File: src/rtl/mult_div_pkg.sv
// Shared types for the iterative HI/LO multiply/divide unit.
// Divider datapath is compiled in only with MULT_DIV_DIV_EN.
package mult_div_pkg;

  localparam int MD_WIDTH = 32;

  typedef enum logic [1:0] {
    OP_MULTU = 2'b00,
    OP_MULT  = 2'b01,
    OP_DIVU  = 2'b10,
    OP_DIV   = 2'b11
  } md_op_e;

  typedef enum logic [1:0] {
    IDLE   = 2'b00,
    CALC   = 2'b01,
    FINISH = 2'b10
  } md_state_e;

  function automatic logic op_is_signed(input logic [1:0] op);
    return (op == OP_MULT) || (op == OP_DIV);
  endfunction

  function automatic logic op_is_div(input logic [1:0] op);
    return op[1];
  endfunction

endpackage

File: src/rtl/mult_div_unit_sign_adjust.sv
// Sign handling for signed ops: operand magnitudes at accept,
// conditional negation of product/quotient/remainder at finish.
module md_sign_adjust
  import mult_div_pkg::*;
#(
  parameter int WIDTH = MD_WIDTH
) (
  input  logic [1:0]         op_i,
  input  logic [WIDTH-1:0]   a_i,
  input  logic [WIDTH-1:0]   b_i,
  output logic [WIDTH-1:0]   mag_a_o,
  output logic [WIDTH-1:0]   mag_b_o,
  output logic               neg_res_o,
  output logic               neg_rem_o,
  input  logic               neg_res_i,
  input  logic               neg_rem_i,
  input  logic [2*WIDTH-1:0] prod_i,
  input  logic [WIDTH-1:0]   quo_i,
  input  logic [WIDTH-1:0]   rem_i,
  output logic [2*WIDTH-1:0] prod_o,
  output logic [WIDTH-1:0]   quo_o,
  output logic [WIDTH-1:0]   rem_o
);

  logic sa, sb;

  assign sa = op_is_signed(op_i) & a_i[WIDTH-1];
  assign sb = op_is_signed(op_i) & b_i[WIDTH-1];

  assign mag_a_o   = sa ? (~a_i + 1'b1) : a_i;
  assign mag_b_o   = sb ? (~b_i + 1'b1) : b_i;
  assign neg_res_o = sa ^ sb;
  assign neg_rem_o = sa;

  assign prod_o = neg_res_i ? (~prod_i + 1'b1) : prod_i;
  assign quo_o  = neg_res_i ? (~quo_i + 1'b1) : quo_i;
  assign rem_o  = neg_rem_i ? (~rem_i + 1'b1) : rem_i;

endmodule

File: src/rtl/mult_div_unit.sv
// Multi-cycle MULT/MULTU/DIV/DIVU with HI/LO and MTHI/MTLO.
// Define MULT_DIV_DIV_EN to build the restoring divider.
module mult_div_unit
  import mult_div_pkg::*;
#(
  parameter int WIDTH = MD_WIDTH
) (
  input  logic             clk,
  input  logic             reset,
  input  logic             start,
  input  logic [1:0]       op,
  input  logic [WIDTH-1:0] operandA,
  input  logic [WIDTH-1:0] operandB,
  input  logic             hiWrite,
  input  logic             loWrite,
  input  logic [WIDTH-1:0] moveData,
  output logic             busy,
  output logic             done,
  output logic             divByZero,
  output logic [WIDTH-1:0] hi,
  output logic [WIDTH-1:0] lo
);

  localparam int CW = $clog2(WIDTH);

  md_state_e          state_q;
  logic [1:0]         op_q;
  logic [CW-1:0]      cnt_q;
  logic [2*WIDTH-1:0] acc_q, acc_d;
  logic [WIDTH-1:0]   mcand_q;
  logic [WIDTH-1:0]   hi_q, lo_q;
  logic               busy_q, done_q;
  logic               neg_res_q, neg_rem_q;

  logic [WIDTH-1:0]   mag_a, mag_b;
  logic               neg_res, neg_rem;
  logic [2*WIDTH-1:0] prod_adj;
  logic [WIDTH-1:0]   quo_adj, rem_adj;
  logic [WIDTH:0]     msum;

  md_sign_adjust #(.WIDTH(WIDTH)) u_sign (
    .op_i      (op),
    .a_i       (operandA),
    .b_i       (operandB),
    .mag_a_o   (mag_a),
    .mag_b_o   (mag_b),
    .neg_res_o (neg_res),
    .neg_rem_o (neg_rem),
    .neg_res_i (neg_res_q),
    .neg_rem_i (neg_rem_q),
    .prod_i    (acc_q),
    .quo_i     (acc_q[WIDTH-1:0]),
    .rem_i     (acc_q[2*WIDTH-1:WIDTH]),
    .prod_o    (prod_adj),
    .quo_o     (quo_adj),
    .rem_o     (rem_adj)
  );

`ifdef MULT_DIV_DIV_EN
  logic [WIDTH-1:0] dvsr_q;
  logic             dz_q, dbz_q;
  logic [WIDTH:0]   shifted, trial;
`endif

  // One iteration: shift-add for multiply, restoring step for divide
  always_comb begin
    acc_d = acc_q;
    msum  = '0;
`ifdef MULT_DIV_DIV_EN
    shifted = '0;
    trial   = '0;
`endif
    if (!op_is_div(op_q)) begin
      msum  = {1'b0, acc_q[2*WIDTH-1:WIDTH]}
            + (acc_q[0] ? {1'b0, mcand_q} : '0);
      acc_d = {msum, acc_q[WIDTH-1:1]};
    end
`ifdef MULT_DIV_DIV_EN
    else begin
      shifted = {acc_q[2*WIDTH-1:WIDTH], acc_q[WIDTH-1]};
      trial   = shifted - {1'b0, dvsr_q};
      if (!trial[WIDTH])
        acc_d = {trial[WIDTH-1:0], acc_q[WIDTH-2:0], 1'b1};
      else
        acc_d = {shifted[WIDTH-1:0], acc_q[WIDTH-2:0], 1'b0};
    end
`endif
  end

  always_ff @(posedge clk) begin
    if (reset) begin
      state_q   <= IDLE;
      op_q      <= OP_MULTU;
      cnt_q     <= '0;
      acc_q     <= '0;
      mcand_q   <= '0;
      hi_q      <= '0;
      lo_q      <= '0;
      busy_q    <= 1'b0;
      done_q    <= 1'b0;
      neg_res_q <= 1'b0;
      neg_rem_q <= 1'b0;
`ifdef MULT_DIV_DIV_EN
      dvsr_q    <= '0;
      dz_q      <= 1'b0;
      dbz_q     <= 1'b0;
`endif
    end else begin
      done_q <= 1'b0;
`ifdef MULT_DIV_DIV_EN
      dbz_q  <= 1'b0;
`endif
      unique case (state_q)
        IDLE: begin
          if (start) begin
            op_q      <= op;
            mcand_q   <= mag_a;
            neg_res_q <= neg_res;
            neg_rem_q <= neg_rem;
            cnt_q     <= CW'(WIDTH-1);
            busy_q    <= 1'b1;
            if (op_is_div(op)) begin
`ifdef MULT_DIV_DIV_EN
              acc_q  <= {{WIDTH{1'b0}}, mag_a};
              dvsr_q <= mag_b;
              dz_q   <= (operandB == '0);
              state_q <= (operandB == '0) ? FINISH : CALC;
`else
              state_q <= FINISH;
`endif
            end else begin
              acc_q   <= {{WIDTH{1'b0}}, mag_b};
              state_q <= CALC;
            end
          end else begin
            if (hiWrite) hi_q <= moveData;
            if (loWrite) lo_q <= moveData;
          end
        end
        CALC: begin
          acc_q <= acc_d;
          cnt_q <= cnt_q - 1'b1;
          if (cnt_q == '0) state_q <= FINISH;
        end
        FINISH: begin
          state_q <= IDLE;
          busy_q  <= 1'b0;
          done_q  <= 1'b1;
          if (!op_is_div(op_q)) begin
            hi_q <= prod_adj[2*WIDTH-1:WIDTH];
            lo_q <= prod_adj[WIDTH-1:0];
          end
`ifdef MULT_DIV_DIV_EN
          else if (!dz_q) begin
            hi_q <= rem_adj;
            lo_q <= quo_adj;
          end
          dbz_q <= dz_q;
`endif
        end
        default: state_q <= IDLE;
      endcase
    end
  end

  assign busy = busy_q;
  assign done = done_q;
  assign hi   = hi_q;
  assign lo   = lo_q;
`ifdef MULT_DIV_DIV_EN
  assign divByZero = dbz_q;
`else
  assign divByZero = 1'b0;
`endif

endmodule

File: config.mk
export PLATFORM = sky130hd
export DESIGN_NAME = mult_div_unit
export DESIGN_NICKNAME = d
export VERILOG_FILES = /design/src/rtl/mult_div_pkg.sv /design/src/rtl/mult_div_unit_sign_adjust.sv /design/src/rtl/mult_div_unit.sv
export SDC_FILE = /design/constraint.sdc
export NUM_CORES = 1
export LEC_CHECK = 0
export ABC_AREA = 1
export CAP_MARGIN = 10
export CORE_MARGIN = 2
export CORE_UTILIZATION = 40
export DETAILED_ROUTE_END_ITERATION = 7
export SETUP_SLACK_MARGIN = 0.3
export SLEW_MARGIN = 20
export SYNTH_ARGS = -nofsm -noshare
export SYNTH_HDL_FRONTEND = slang
export SYNTH_HIERARCHICAL = 1
export SYNTH_SLANG_ARGS = --single-unit
File: constraint.sdc
create_clock -name clk -period 2.9 [get_ports clk]
set_input_delay 0.725 -clock clk [delete_from_list [all_inputs] [get_ports clk]]
set_output_delay 0.725 -clock clk [all_outputs]
set_load 0.1 [all_outputs]
==> flow_summary.html <==
<table>
<tr><th>Metric</th><th>Value</th></tr>
<tr><th colspan="2">Outcome</th></tr>
<tr><td>Status</td><td>complete, no violations</td></tr>
<tr><th colspan="2">Clock tree</th></tr>
<tr><td>Maximum level of the CTS H-tree</td><td>4</td></tr>
<tr><td>Cell chosen for the clock root</td><td>clkbuf_16</td></tr>
<tr><td>Clock buffers created by TritonCTS</td><td>17</td></tr>
<tr><td>Num Clock Sinks</td><td>between 150 and 200</td></tr>
<tr><td>Number of buffers on the longest clock path</td><td>2</td></tr>
<tr><td>Clock latency reported for the late side of the worst-skew pair</td><td>about 0.45 ns</td></tr>
<tr><td>Clock tree from TritonCTS</td><td>built</td></tr>
<tr><td>Post-CTS clock slew at the launch and capture registers of the worst setup and hold paths</td><td>0.07 ns</td></tr>
<tr><th colspan="2">Cells and area</th></tr>
<tr><td>Leading cell type in the layout, fill and taps excluded</td><td>nand2_1</td></tr>
<tr><td>Post-synthesis to final-layout area growth</td><td>18.27%</td></tr>
<tr><td>Leading cell types in the layout, fill and taps excluded</td><td>nand2_1 (784), nor2_1 (292), inv_1 (248)</td></tr>
<tr><td>Reg area</td><td>3427 sq um</td></tr>
<tr><td>Number of nets in the layout</td><td>approximately 2600</td></tr>
<tr><td>Count of filler cells inserted in the layout</td><td>about 3600</td></tr>
<tr><td>Area occupied by multi-input gates</td><td>8586 sq um</td></tr>
<tr><td># diodes</td><td>0</td></tr>
<tr><td>Fraction of layout cells with a size suffix above 1</td><td>under 10%</td></tr>
<tr><th colspan="2">Setup path</th></tr>
<tr><td>Crit path capture type</td><td>flip-flop</td></tr>
<tr><td>Critical path type</td><td>flip-flop to flip-flop</td></tr>
<tr><td>Worst R2R Path Depth</td><td>16</td></tr>
<tr><td>Crit Reg-Reg Startpoint</td><td>acc_q[0]</td></tr>
<tr><td>Data required time at the worst endpoint</td><td>3.27 ns</td></tr>
<tr><td>FF-to-FF setup slack</td><td>0.54 ns</td></tr>
<tr><td>Cells traversed along the worst timing path</td><td>nand2_1 &gt; inv_1 &gt; ha_1 &gt; inv_1 &gt; fa_1 &gt; inv_1 &gt; nand3_1 &gt; nand3_1 &gt; nand2_1 &gt; nand2_1 &gt; nand3_1 &gt; nand2_1 &gt; nand2_1 &gt; nand2_1 &gt; nand2_1 &gt; a21oi_1</td></tr>
<tr><td>Slowest stage cell on the critical path</td><td>dfxtp_2</td></tr>
<tr><td>Worst path most repeated cell</td><td>nand2_1</td></tr>
<tr><td>Signal arrival time at the worst endpoint</td><td>between 2 and 3 ns</td></tr>
<tr><td>Crit start category</td><td>flip-flop</td></tr>
<tr><td>Critical path's top delay family</td><td>simple AND/OR/NAND/NOR gates</td></tr>
<tr><td>Number of buffer and inverter stages on the critical path</td><td>3</td></tr>
<tr><td>R2R Path End</td><td>acc_q[63]</td></tr>
<tr><td>Crit path max fanout</td><td>5</td></tr>
<tr><td>Delay of the slowest cell on the worst path</td><td>0.41 ns</td></tr>
<tr><th colspan="2">STA</th></tr>
<tr><td>Post-route clock period utilization</td><td>between 80% and 90%</td></tr>
<tr><td>Endpoints failing setup</td><td>0</td></tr>
<tr><td>Slew @ Worst Pin</td><td>approximately 0.62 ns</td></tr>
<tr><td>RSZ-0062 raised after global routing</td><td>false</td></tr>
<tr><td>Upper clock frequency limit</td><td>roughly 0.42 GHz</td></tr>
<tr><td>Pins over their slew limit</td><td>0</td></tr>
<tr><td>Total negative slack</td><td>0 ns</td></tr>
<tr><td>Final period demand of the worst path</td><td>2.355 ns</td></tr>
<tr><td>Final number of hold-violating endpoints</td><td>0</td></tr>
<tr><td>Clock Skew</td><td>approximately 0.016 ns</td></tr>
<tr><td>Headroom to the max-slew limit</td><td>around 59%</td></tr>
<tr><th colspan="2">Job</th></tr>
<tr><td>Max-capacitance violation count</td><td>0</td></tr>
<tr><th colspan="2">Detailed routing</th></tr>
<tr><td>Remaining routing DRC violations</td><td>0</td></tr>
<tr><td>Total Routed Length</td><td>just under 50000 microns</td></tr>
<tr><td>Via count normalized by instance count</td><td>just over 5</td></tr>
<tr><td>Antenna-violating nets left</td><td>0</td></tr>
<tr><td>Vias after detailed routing</td><td>roughly 15000</td></tr>
<tr><td>Number of iterations in the first detailed-routing pass</td><td>6</td></tr>
<tr><td>DR iter-0 viols</td><td>1131</td></tr>
<tr><td>Routed length per placed instance</td><td>roughly 17 microns</td></tr>
<tr><th colspan="2">Floorplanning</th></tr>
<tr><td>Initial Utilization</td><td>around 40%</td></tr>
<tr><td>Top-level I/O count</td><td>170</td></tr>
<tr><td>Chip Height</td><td>around 190 microns</td></tr>
<tr><td>Core Area</td><td>33280 sq um</td></tr>
<tr><td>Width of the die</td><td>about 190 microns</td></tr>
<tr><td>Die Area</td><td>~35000 sq um</td></tr>
<tr><td>FP Rows</td><td>67</td></tr>
<tr><th colspan="2">Power</th></tr>
<tr><td>Power density over the cells</td><td>~530 nW/um^2</td></tr>
<tr><td>Maximum vdd ir drop</td><td>0.4362 mV</td></tr>
<tr><td>Leakage power of the design</td><td>around 7.9 nW</td></tr>
<tr><td>Total power after layout</td><td>~0.0084 W</td></tr>
<tr><th colspan="2">Synthesis</th></tr>
<tr><td>Cells after synthesis</td><td>roughly 2300</td></tr>
<tr><td>Average cell area after synthesis</td><td>just under 6 sq um</td></tr>
<tr><td>Post-Synthesis Net Count</td><td>between 2000 and 2500</td></tr>
<tr><td>Yosys warning count</td><td>6</td></tr>
<tr><td>Post-Syn Area</td><td>around 13000 sq um</td></tr>
<tr><th colspan="2">Hold path</th></tr>
<tr><td>Type of the most critical hold path</td><td>flip-flop to flip-flop</td></tr>
<tr><td>Hold path cells</td><td>2</td></tr>
<tr><td>Sink of the worst hold path</td><td>cnt_q[1]</td></tr>
<tr><td>Hold Startpoint</td><td>cnt_q[1]</td></tr>
<tr><th colspan="2">GRT</th></tr>
<tr><td>Antenna violations before repair</td><td>0</td></tr>
<tr><td>Global-route wire length before repair</td><td>76110 microns</td></tr>
<tr><td>Via count of the first global-routing pass</td><td>roughly 14000</td></tr>
<tr><td>Total congestion overflow after global routing</td><td>0</td></tr>
<tr><td>Pin count of the biggest net entering global routing</td><td>67</td></tr>
<tr><td>Total routing resource utilization after global routing</td><td>a little over a quarter</td></tr>
<tr><th colspan="2">Placement</th></tr>
<tr><td>Placed wire-length estimate</td><td>38180 microns</td></tr>
<tr><td>Routability congestion estimate from global placement</td><td>about 0.93</td></tr>
<tr><td>I/O Buffers</td><td>~170</td></tr>
</table>
layer usage:
metal	part of all wire (%)	global-route usage, %	vias to the layer above
li1	-	-	7660
met1	45	34.51	6892
met2	49	48.44	387
met3	4.6	3.490	57
met4	2.0	7.265	0
met5	0	0	-
worst register-to-register path: stages (launching register included):
cell	delay (ns)
dfxtp_2	0.41
nand2_1	0.07
inv_1	0.05
ha_1	0.20
inv_1	0.07
fa_1	0.35
inv_1	0.16
nand3_1	0.09
nand3_1	0.15
nand2_1	0.07
nand2_1	0.12
nand3_1	0.08
nand2_1	0.13
nand2_1	0.07
nand2_1	0.07
nand2_1	0.04
a21oi_1	0.14
final cells by class:
class / instances / area share (%)
clock buffer: 19 / 2.787
clock inverter: 13 / 0.8110
inverter: 264 / 6.252
multi-input combinational: 1790 / 54.03
sequential: 171 / 21.57
tap: 448 / 3.528
timing repair buffer: 191 / 11.02
registers in the layout, summed over array words and instances (netlist names):
register,count
op_q,1
mcand_q,32
acc_q,64
done,1
neg_res_q,1
state_q,2
cnt_q,5
hi,32
lo,32
busy,1
through the flow:
stage / setup WS, ns / utilization [%] / cell area [sq um] / hold slack, ns / cells
6_report: 0.5449 / 47.75 / 15890 / 0.4644 / 2896
3_3_place_gp: 0.2029 / 46.02 / 15320 / 0.4554 / 2864
3_5_place_dp: 0.2044 / 46.02 / 15320 / 0.4535 / 2864
4_1_cts: 0.3849 / 47.74 / 15890 / 0.4657 / 2896
5_1_grt: 0.3096 / 47.75 / 15890 / 0.5020 / 2896
2_1_floorplan: 0.5404 / - / 13440 / 0.4409 / 2315
report_power, final:
part	switching, W	internal [W]
combinational	0.00235	0.000916
sequential	0.000239	0.00259
clock	0.00113	0.00116
worst max-delay path by stage:
stage,start,endpoint,depth (start not counted)
CTS,acc_q[0],acc_q[63],16
global placement,op[0],acc_q[21],8
detailed placement,op[0],acc_q[21],8
finish,acc_q[0],acc_q[63],16
floorplan,acc_q[0],acc_q[47],17
global route,acc_q[0],acc_q[63],14
what timing repair did:
item / in CTS / in global routing
hold buffers: 0 / 0
endpoints found under the setup margin: 0 / 7
setup buffers: 0 / 0
resized for setup: 0 / 2
Note: power is estimated with default switching activity, not from simulation.
